===== config.mk =====
export PLATFORM = sky130hd
export DESIGN_NAME = rf_operand_sequencer
export DESIGN_NICKNAME = d
export VERILOG_FILES = /design/src/rtl/rf_operand_sequencer_pkg.sv /design/src/rtl/rf_operand_sequencer_alu.sv /design/src/rtl/rf_operand_sequencer.sv
export SDC_FILE = /design/constraint.sdc
export NUM_CORES = 1
export LEC_CHECK = 0
export ABC_AREA = 1
export BUFFER_PORTS_ARGS = -buffer_cell sky130_fd_sc_hd__buf_2
export CAP_MARGIN = 30
export CORE_AREA = 2 2 72 74
export DETAILED_ROUTE_END_ITERATION = 12
export DIE_AREA = 0 0 74 76
export PLACE_DENSITY = 0.9
export SYNTH_ARGS = -nofsm -noshare
export SYNTH_HDL_FRONTEND = slang
export SYNTH_SLANG_ARGS = --single-unit

===== constraint.sdc =====
create_clock -name clk -period 1.7 [get_ports clk]
set_input_delay 0.085 -clock clk [delete_from_list [all_inputs] [get_ports clk]]
set_output_delay 0.085 -clock clk [all_outputs]
set_load 0.03 [all_outputs]

===== src/rtl/rf_operand_sequencer_pkg.sv =====
// ============================================================================
// Module : rf_operand_sequencer_pkg
// Brief  : Opcode and FSM state encodings shared by the operand sequencer.
// Rev    : 1.0  initial release
// ============================================================================
`default_nettype none

package rf_operand_sequencer_pkg;

  localparam logic [2:0] OP_ADD  = 3'd0;
  localparam logic [2:0] OP_SUB  = 3'd1;
  localparam logic [2:0] OP_AND  = 3'd2;
  localparam logic [2:0] OP_OR   = 3'd3;
  localparam logic [2:0] OP_XOR  = 3'd4;
  localparam logic [2:0] OP_SLT  = 3'd5;
  localparam logic [2:0] OP_PASS = 3'd6;
  localparam logic [2:0] OP_LI   = 3'd7;

  typedef enum logic [1:0] {
    S_IDLE  = 2'd0,
    S_READ  = 2'd1,
    S_EXEC  = 2'd2,
    S_WRITE = 2'd3
  } state_t;

endpackage

`default_nettype wire


===== src/rtl/rf_operand_sequencer_alu.sv =====
// ============================================================================
// Module : rf_operand_sequencer_alu
// Brief  : Combinational ALU; carry is bit DATA_W of the widened sum/difference.
// Rev    : 1.0  initial release
// ============================================================================
`default_nettype none

module rf_operand_sequencer_alu
  import rf_operand_sequencer_pkg::*;
#(
  parameter int DATA_W = 8,
  parameter int OP_W   = 3
) (
  input  logic [OP_W-1:0]   op,
  input  logic [DATA_W-1:0] a,
  input  logic [DATA_W-1:0] b,
  input  logic [DATA_W-1:0] imm,
  output logic [DATA_W-1:0] result,
  output logic              carry
);

  logic [DATA_W:0] w_sum;
  logic [DATA_W:0] w_diff;

  always_comb begin
    w_sum  = {1'b0, a} + {1'b0, b};
    w_diff = {1'b0, a} - {1'b0, b};
    result = {DATA_W{1'b0}};
    carry  = 1'b0;
    case (op[2:0])
      OP_ADD:  begin result = w_sum[DATA_W-1:0];  carry = w_sum[DATA_W];  end
      OP_SUB:  begin result = w_diff[DATA_W-1:0]; carry = w_diff[DATA_W]; end
      OP_AND:  result = a & b;
      OP_OR:   result = a | b;
      OP_XOR:  result = a ^ b;
      OP_SLT:  result = {{(DATA_W-1){1'b0}}, (a < b)};
      OP_PASS: result = a;
      OP_LI:   result = imm;
      default: result = {DATA_W{1'b0}};
    endcase
  end

endmodule

`default_nettype wire


===== src/rtl/rf_operand_sequencer.sv =====
// ============================================================================
// Module : rf_operand_sequencer
// Brief  : Reads rs/rt from the register file, executes, writes acc back to rd.
// Rev    : 1.0  initial release
// ============================================================================
`default_nettype none

module rf_operand_sequencer
  import rf_operand_sequencer_pkg::*;
#(
  parameter int DATA_W = 8,
  parameter int ADDR_W = 2,
  parameter int OP_W   = 3
) (
  input  logic              clk,
  input  logic              reset,
  input  logic              instr_valid,
  output logic              instr_ready,
  input  logic [OP_W-1:0]   instr_op,
  input  logic [ADDR_W-1:0] instr_rd,
  input  logic [ADDR_W-1:0] instr_rs,
  input  logic [ADDR_W-1:0] instr_rt,
  input  logic [DATA_W-1:0] instr_imm,
  output logic              rf_ren_wen,
  output logic [ADDR_W-1:0] rf_readaddr1,
  output logic [ADDR_W-1:0] rf_readaddr2,
  output logic [ADDR_W-1:0] rf_writeaddr,
  input  logic [DATA_W-1:0] rf_data1,
  input  logic [DATA_W-1:0] rf_data2,
  output logic [DATA_W-1:0] acc,
  output logic              flag_zero,
  output logic              flag_carry,
  output logic              done
);

  state_t            r_state;
  logic [OP_W-1:0]   r_op;
  logic [ADDR_W-1:0] r_rd;
  logic [DATA_W-1:0] r_imm;
  logic [ADDR_W-1:0] r_raddr1;
  logic [ADDR_W-1:0] r_raddr2;
  logic [ADDR_W-1:0] r_waddr;
  logic [DATA_W-1:0] r_acc;
  logic              r_zero;
  logic              r_carry;
  logic              r_done;
  logic              r_wen;

  logic [DATA_W-1:0] w_result;
  logic              w_carry;

  rf_operand_sequencer_alu #(
    .DATA_W (DATA_W),
    .OP_W   (OP_W)
  ) u_alu (
    .op     (r_op),
    .a      (rf_data1),
    .b      (rf_data2),
    .imm    (r_imm),
    .result (w_result),
    .carry  (w_carry)
  );

  // The read-address registers double as the latched rs/rt fields.
  always_ff @(posedge clk or posedge reset) begin
    if (reset) begin
      r_state  <= S_IDLE;
      r_op     <= '0;
      r_rd     <= '0;
      r_imm    <= '0;
      r_raddr1 <= '0;
      r_raddr2 <= '0;
      r_waddr  <= '0;
      r_acc    <= '0;
      r_zero   <= 1'b0;
      r_carry  <= 1'b0;
      r_done   <= 1'b0;
      r_wen    <= 1'b0;
    end else begin
      r_done <= 1'b0;
      r_wen  <= 1'b0;
      case (r_state)
        S_IDLE: begin
          if (instr_valid) begin
            r_op     <= instr_op;
            r_rd     <= instr_rd;
            r_imm    <= instr_imm;
            r_raddr1 <= instr_rs;
            r_raddr2 <= instr_rt;
            r_state  <= S_READ;
          end
        end
        S_READ: r_state <= S_EXEC;
        S_EXEC: begin
          r_acc   <= w_result;
          r_zero  <= (w_result == {DATA_W{1'b0}});
          r_carry <= w_carry;
          r_done  <= 1'b1;
          // A write to r0 is dropped: retire straight back to IDLE.
          if (r_rd == {ADDR_W{1'b0}}) begin
            r_state <= S_IDLE;
          end else begin
            r_wen   <= 1'b1;
            r_waddr <= r_rd;
            r_state <= S_WRITE;
          end
        end
        S_WRITE: r_state <= S_IDLE;
        default: r_state <= S_IDLE;
      endcase
    end
  end

  assign instr_ready  = (r_state == S_IDLE);
  assign rf_ren_wen   = r_wen;
  assign rf_readaddr1 = r_raddr1;
  assign rf_readaddr2 = r_raddr2;
  assign rf_writeaddr = r_waddr;
  assign acc          = r_acc;
  assign flag_zero    = r_zero;
  assign flag_carry   = r_carry;
  assign done         = r_done;

endmodule

`default_nettype wire


Word-level counts from Yosys, hierarchy flattened
Cells that the tools add are included.
{"block": "totals", "ff_bits": 33, "in_bits": 36, "output_inout_bits": 19, "elab_cells": 44}
{"block": "classes", "addsub": 2, "order_cmp": 1, "n_eq_ne": 11, "n_mux": 8, "bitwise_logic": 4, "reduce_logical": 6}
{"op": "8-bit one-hot mux with 8 select lines", "count": 1}
{"op": "3-bit equality test (second input constant)", "count": 4}
{"op": "8-bit by 8-bit adder with 9-bit output", "count": 1}
{"op": "8-bit by 8-bit subtractor with 9-bit output", "count": 1}
{"op": "8-bit AND", "count": 1}
{"op": "8-bit zero test", "count": 1}
{"op": "8-bit < comparator", "count": 1}
{"op": "8-bit bitwise OR", "count": 1}
{"op": "2-bit one-hot mux with 4 select lines", "count": 1}
{"op": "8-bit XOR", "count": 1}
{"op": "3-bit by 2-bit equality test with 1-bit output (second input constant)", "count": 2}
{"op": "2-bit equality test (second input constant)", "count": 2}
{"op": "2-bit zero test", "count": 2}
{"op": "2-bit two-way mux", "count": 2}
{"op": "2-bit AND reduction", "count": 2}
{"op": "3-bit by 1-bit equality test with 1-bit output (second input constant)", "count": 1}
{"op": "3-bit zero test", "count": 1}
{"op": "1-bit two-way mux", "count": 3}
{"op": "2-bit by 1-bit equality test with 1-bit output (second input constant)", "count": 1}
{"op": "2-bit != test (second input constant)", "count": 1}
{"op": "1-bit one-hot mux with 2 select lines", "count": 1}
{"op": "1-bit NOT", "count": 1}

Depth between registers and ports, before layout
{"block": "logic_depth", "word_depth": 3, "mapped_depth": 16, "depth_no_buf": 15}

Cells and area by module
A second synthesis with hierarchy kept.
{"block": "hier_totals", "hier_cells": 373, "area_unflattened_um2": 2621.3}
{"module": "rf_operand_sequencer_alu", "n_inst": 1, "cells_per_inst": 232, "area_each_um2": 1317.5, "seq_area_each_um2": 0.0}
{"module": "rf_operand_sequencer", "n_inst": 1, "cells_per_inst": 141, "area_each_um2": 1303.8, "seq_area_each_um2": 825.8}

Worst setup path before layout
Ideal clock, no wire load.
{"block": "synth_timing", "path_kind": "register to register", "start": "register r_state[0]", "end": "register r_imm[0]", "setup_time_ps": 125, "arrival_time_ps": 1542, "required_time_ps": 1575, "setup_slack_ps": 33, "path_stages_with_launch": 5, "path_buffers": 1, "period_less_slack_ps": 1667, "path_cell_list": "dfrtp_1 nor2_1 nand2_1 clkbuf_1 mux2_2"}
{"block": "synth_between", "elab_chain_len": 2}
{"item": "from (decl)", "line_no": "rf_operand_sequencer.sv:36", "rtl": "state_t r_state;"}
{"item": "from (signal assigned)", "line_no": "rf_operand_sequencer.sv:67", "rtl": "r_state <= S_IDLE;"}
{"item": "from (signal assigned)", "line_no": "rf_operand_sequencer.sv:90", "rtl": "r_state <= S_READ;"}
{"item": "from (signal assigned)", "line_no": "rf_operand_sequencer.sv:93", "rtl": "S_READ: r_state <= S_EXEC;"}
{"item": "2-bit zero test"}
{"item": "named net instr_ready", "line_no": "rf_operand_sequencer.sv:18", "rtl": "output logic instr_ready,"}
{"item": "2-bit AND reduction (no line)"}
{"item": "to (signal assigned)", "line_no": "rf_operand_sequencer.sv:87", "rtl": "r_imm <= instr_imm;"}
{"item": "to (decl)", "line_no": "rf_operand_sequencer.sv:39", "rtl": "logic [DATA_W-1:0] r_imm;"}
The timed path passes the listed nets, and every way through them passes these cells.
A chain may end at the register's enable or synchronous reset.

Final worst setup path
{"block": "layout_timing", "start": "register r_op[1]", "end": "register r_zero, in the netlist flag_zero"}
{"block": "layout_between", "elab_chain_len": 3, "elab_cells_between_ends": 10, "classes_between": "eq/ne (7); mux (1); reduce/logical (2)"}
{"item": "from (decl)", "line_no": "rf_operand_sequencer.sv:37", "rtl": "logic [OP_W-1:0] r_op;"}
{"item": "from (signal assigned)", "line_no": "rf_operand_sequencer.sv:85", "rtl": "r_op <= instr_op;"}
{"item": "3-bit equality test, or another cell as far along", "line_no": "rf_operand_sequencer_alu.sv:30", "rtl": "case (op[2:0])"}
{"item": "8-bit one-hot mux with 8 select lines (*)", "line_no": "rf_operand_sequencer_alu.sv:30"}
{"item": "8-bit zero test (*)", "line_no": "rf_operand_sequencer.sv:96", "rtl": "r_zero <= (w_result == {DATA_W{1'b0}});"}
{"item": "to (signal assigned)", "line_no": "rf_operand_sequencer.sv:96"}
{"item": "to (decl)", "line_no": "rf_operand_sequencer.sv:44", "rtl": "logic r_zero;"}
Every way passes the cells marked *; elsewhere a longest branch is shown, timed or not.

==> impl_metrics.yaml <==
layout:
  final_core_utilization: 0.709
  n_antenna_cell: 0
  mostFrequentLayoutCells: "nand2_1, buf_2, inv_1"
  layout-drive-gt1-share: 0.307
  layout_commonest_cell: "nand2_1"
  syn2layout_area_growth_pct: 33.4
  fin_nets: 538
power_and_ir_drop:
  ir_worst_vdd_mv: 1.26
  p_sw_uw: 2550
  comb_power_share: 0.631
  clkPwrFrac: 0.101
  seqPwrFrac: 0.269
  leakage_uw: 0.00197
  fin_total_pwr_uw: 5310
  power-per-cell-area_nw_per_um2: 1520
  p_sw_frac: 0.481
  power.internal_uw: 2750
global_routing:
  grt_pass1_wl_um: 12900
  grt_pass1_vias: 2954
  grt_usage: 0.295
  grt_max_degree: 34
  antenna_found_initial: 0
  grt_overflow: 0
setup_path:
  r2r_cells: 11
  path_max_fanout: 8
  startpoint_type: "flip-flop"
  crit_type: "flip-flop to flip-flop"
  cp-end-kind: "flip-flop"
  reg2reg_slack_ps: -30
  required_ps: 1920
  critPathArrivalTime_ps: 1960
  r2r-end: "flag_zero"
  timing.rr.start: "r_op[1]"
  critPathCapture: "flag_zero"
  critPathLaunch: "r_op[1]"
routing:
  viasPerCell: 5.56
  initialDrtViolationCount: 293
  routedWlPerCell_um: 15.1
  ant_nets: 0
  post-route-drc-count: 0
  routed_wl_um: 8240
  drtPass1Iterations: 7
  route.vias.total: 3029
synthesis:
  postSynthCellCount: 372
  synth_edf_count: 0
  syn_avg_cell_area_um2: 7.02
  syn-cell-area_um2: 2610
  synth_top_area_cell: "dfrtp_1"
  synth_ff_type: "dfrtp_1"
  syn_nets: 434
  synth-seq-area-share: 0.316
  ys_ff_latch: 33
  async_flop_share: 1.00
  yosysUniqueCellTypes: 27
  yosys-top-cells-area: "dfrtp_1, nand2_1, ha_1"
  yosysWarnings: 0
  synth_top_area_frac: 0.316
sta:
  fin_skew_ps: 5.80
  setup_slack_ps: -33.5
  slew_viol_final: 0
  maxSlewHeadroom: 0.736
  fmax_mhz: 577
  finalHoldViolCount: 0
  fin_setup_tns_ps: -33.5
  worstMarginPinSlew_ps: 396
  setup_viol: 1
  period_share: 1.02
  rsz0062_at_grt: "yes"
  period_needed_ps: 1730
floorplanning:
  dieHeight_um: 76
  dieArea_um2: 5620
  core_region_area_um2: 4910
  die_w_um: 74
  start_util: 0.532
  rows: 26
  pin_count: 55
clock_tree:
  path_clk_slew_ps: 60
  cts_buffers: 5
  cts.path.max_buffers: 2
  cts-root-buf: "clkbuf_8"
  cts_tree: "yes"
  clkLatencyLatePin_ps: 280
  cts.sinks: 33
  htreeDepth: 2
hold_path:
  hp-class: "input pin to flip-flop"
  min_path_cells: 2
status:
  outcome: "finished with violations"
  violations: "negative setup slack"
place:
  gp_congestion: 0.990
  io_buffer_count: 54
  hpwl_um: 6410
run:
  maxCapViolCount: 0
-- flip-flops by register name, summed over array words and instances, names as in the netlist, 2 cells and up --
register,flops
r_op,3
rf_writeaddr,2
acc,8
r_imm,8
r_rd,2
r_state,2
rf_readaddr2,2
rf_readaddr1,2
-- worst min path at each step --
stage,from,to
final,instr_imm[0],r_imm[0]
after global routing,instr_imm[2],r_imm[2]
after CTS,instr_imm[2],r_imm[2]
after detailed placement,reset,acc[5]
after global placement,reset,done
after floorplan,reset,acc[0]
-- critical path, cell delays in order (launching register included) --
cell,delay [ps]
dfrtp_2,440
buf_6,150
buf_8,130
nand4_1,80
nand2_1,90
nor2_2,160
nand3_2,130
nor2_2,150
nand3_2,80
nor2_1,110
nand3_1,80
nand2_1,70
-- metrics by stage --
stage	worst slack (ps)	hold WS, ps	std cells	cell area (um^2)
after detailed placement	-107	190	537	3310
after floorplan	33.0	214	372	2610
after global routing	-132	30.8	545	3480
after CTS	13.6	36.8	544	3400
final	-33.5	37.1	545	3480
after global placement	-70.6	176	537	3310
-- per-layer routing --
layer	part of all wire	up-vias	global-route usage
met5	0	-	0
met4	0.057	0	0.120
met3	0.085	53	0.0542
met2	0.49	188	0.517
met1	0.37	1396	0.346
li1	-	1392	-
-- power by group through the flow --
stage          clock [uW]  combinational [uW]  sequential [uW]
2_1_floorplan           0                1490             1750
3_3_place_gp            0                2900             1360
3_5_place_dp            0                3020             1400
4_1_cts               534                3040             1390
5_1_grt               576                3590             1460
6_report              534                3350             1430
-- cells by family (layout without fill, tap and decap cells) --
family	count (synthesis)	count (layout)	synth area share
adders and majority gates	26	26	0.130
xor gates and xnor gates	1	1	0.00335
muxes	14	14	0.0604
DFF	33	33	0.316
buffers and inverters	62	165	0.0944
and+or+nand+nor	203	203	0.330
AOI/OAI and AO/OA	33	33	0.0656
-- timing repair --
item,4_1_cts,5_1_grt
endpoints found under the setup margin,0,4
hold endpoints to repair,33,0
buffers inserted,0,2
gates resized for setup,0,25
hold buffers,1,0
-- synth_stat cells (2+ instances only) --
library cell  count
nand2_1         110
clkbuf_1          2
inv_1            51
dfrtp_1          33
mux2_2           14
buf_4             2
o21ai_0          15
nor2_1           39
buf_2             5
nand3_2           2
fa_1              2
nor3_1            4
nand4_1          10
ha_1             24
o22ai_1           3
a21oi_1          13
nand3_1          33
-- final cells by class --
cell class	count	area, um^2
flip-flops and latches	33	828
multi-input cells	277	1600
clock buffers	5	68.8
inverters	52	195
clock inverters	1	5.00
fillers	389	1430
repair buffers	107	702
well taps	70	87.6
Power figures use the tool's default switching activity.
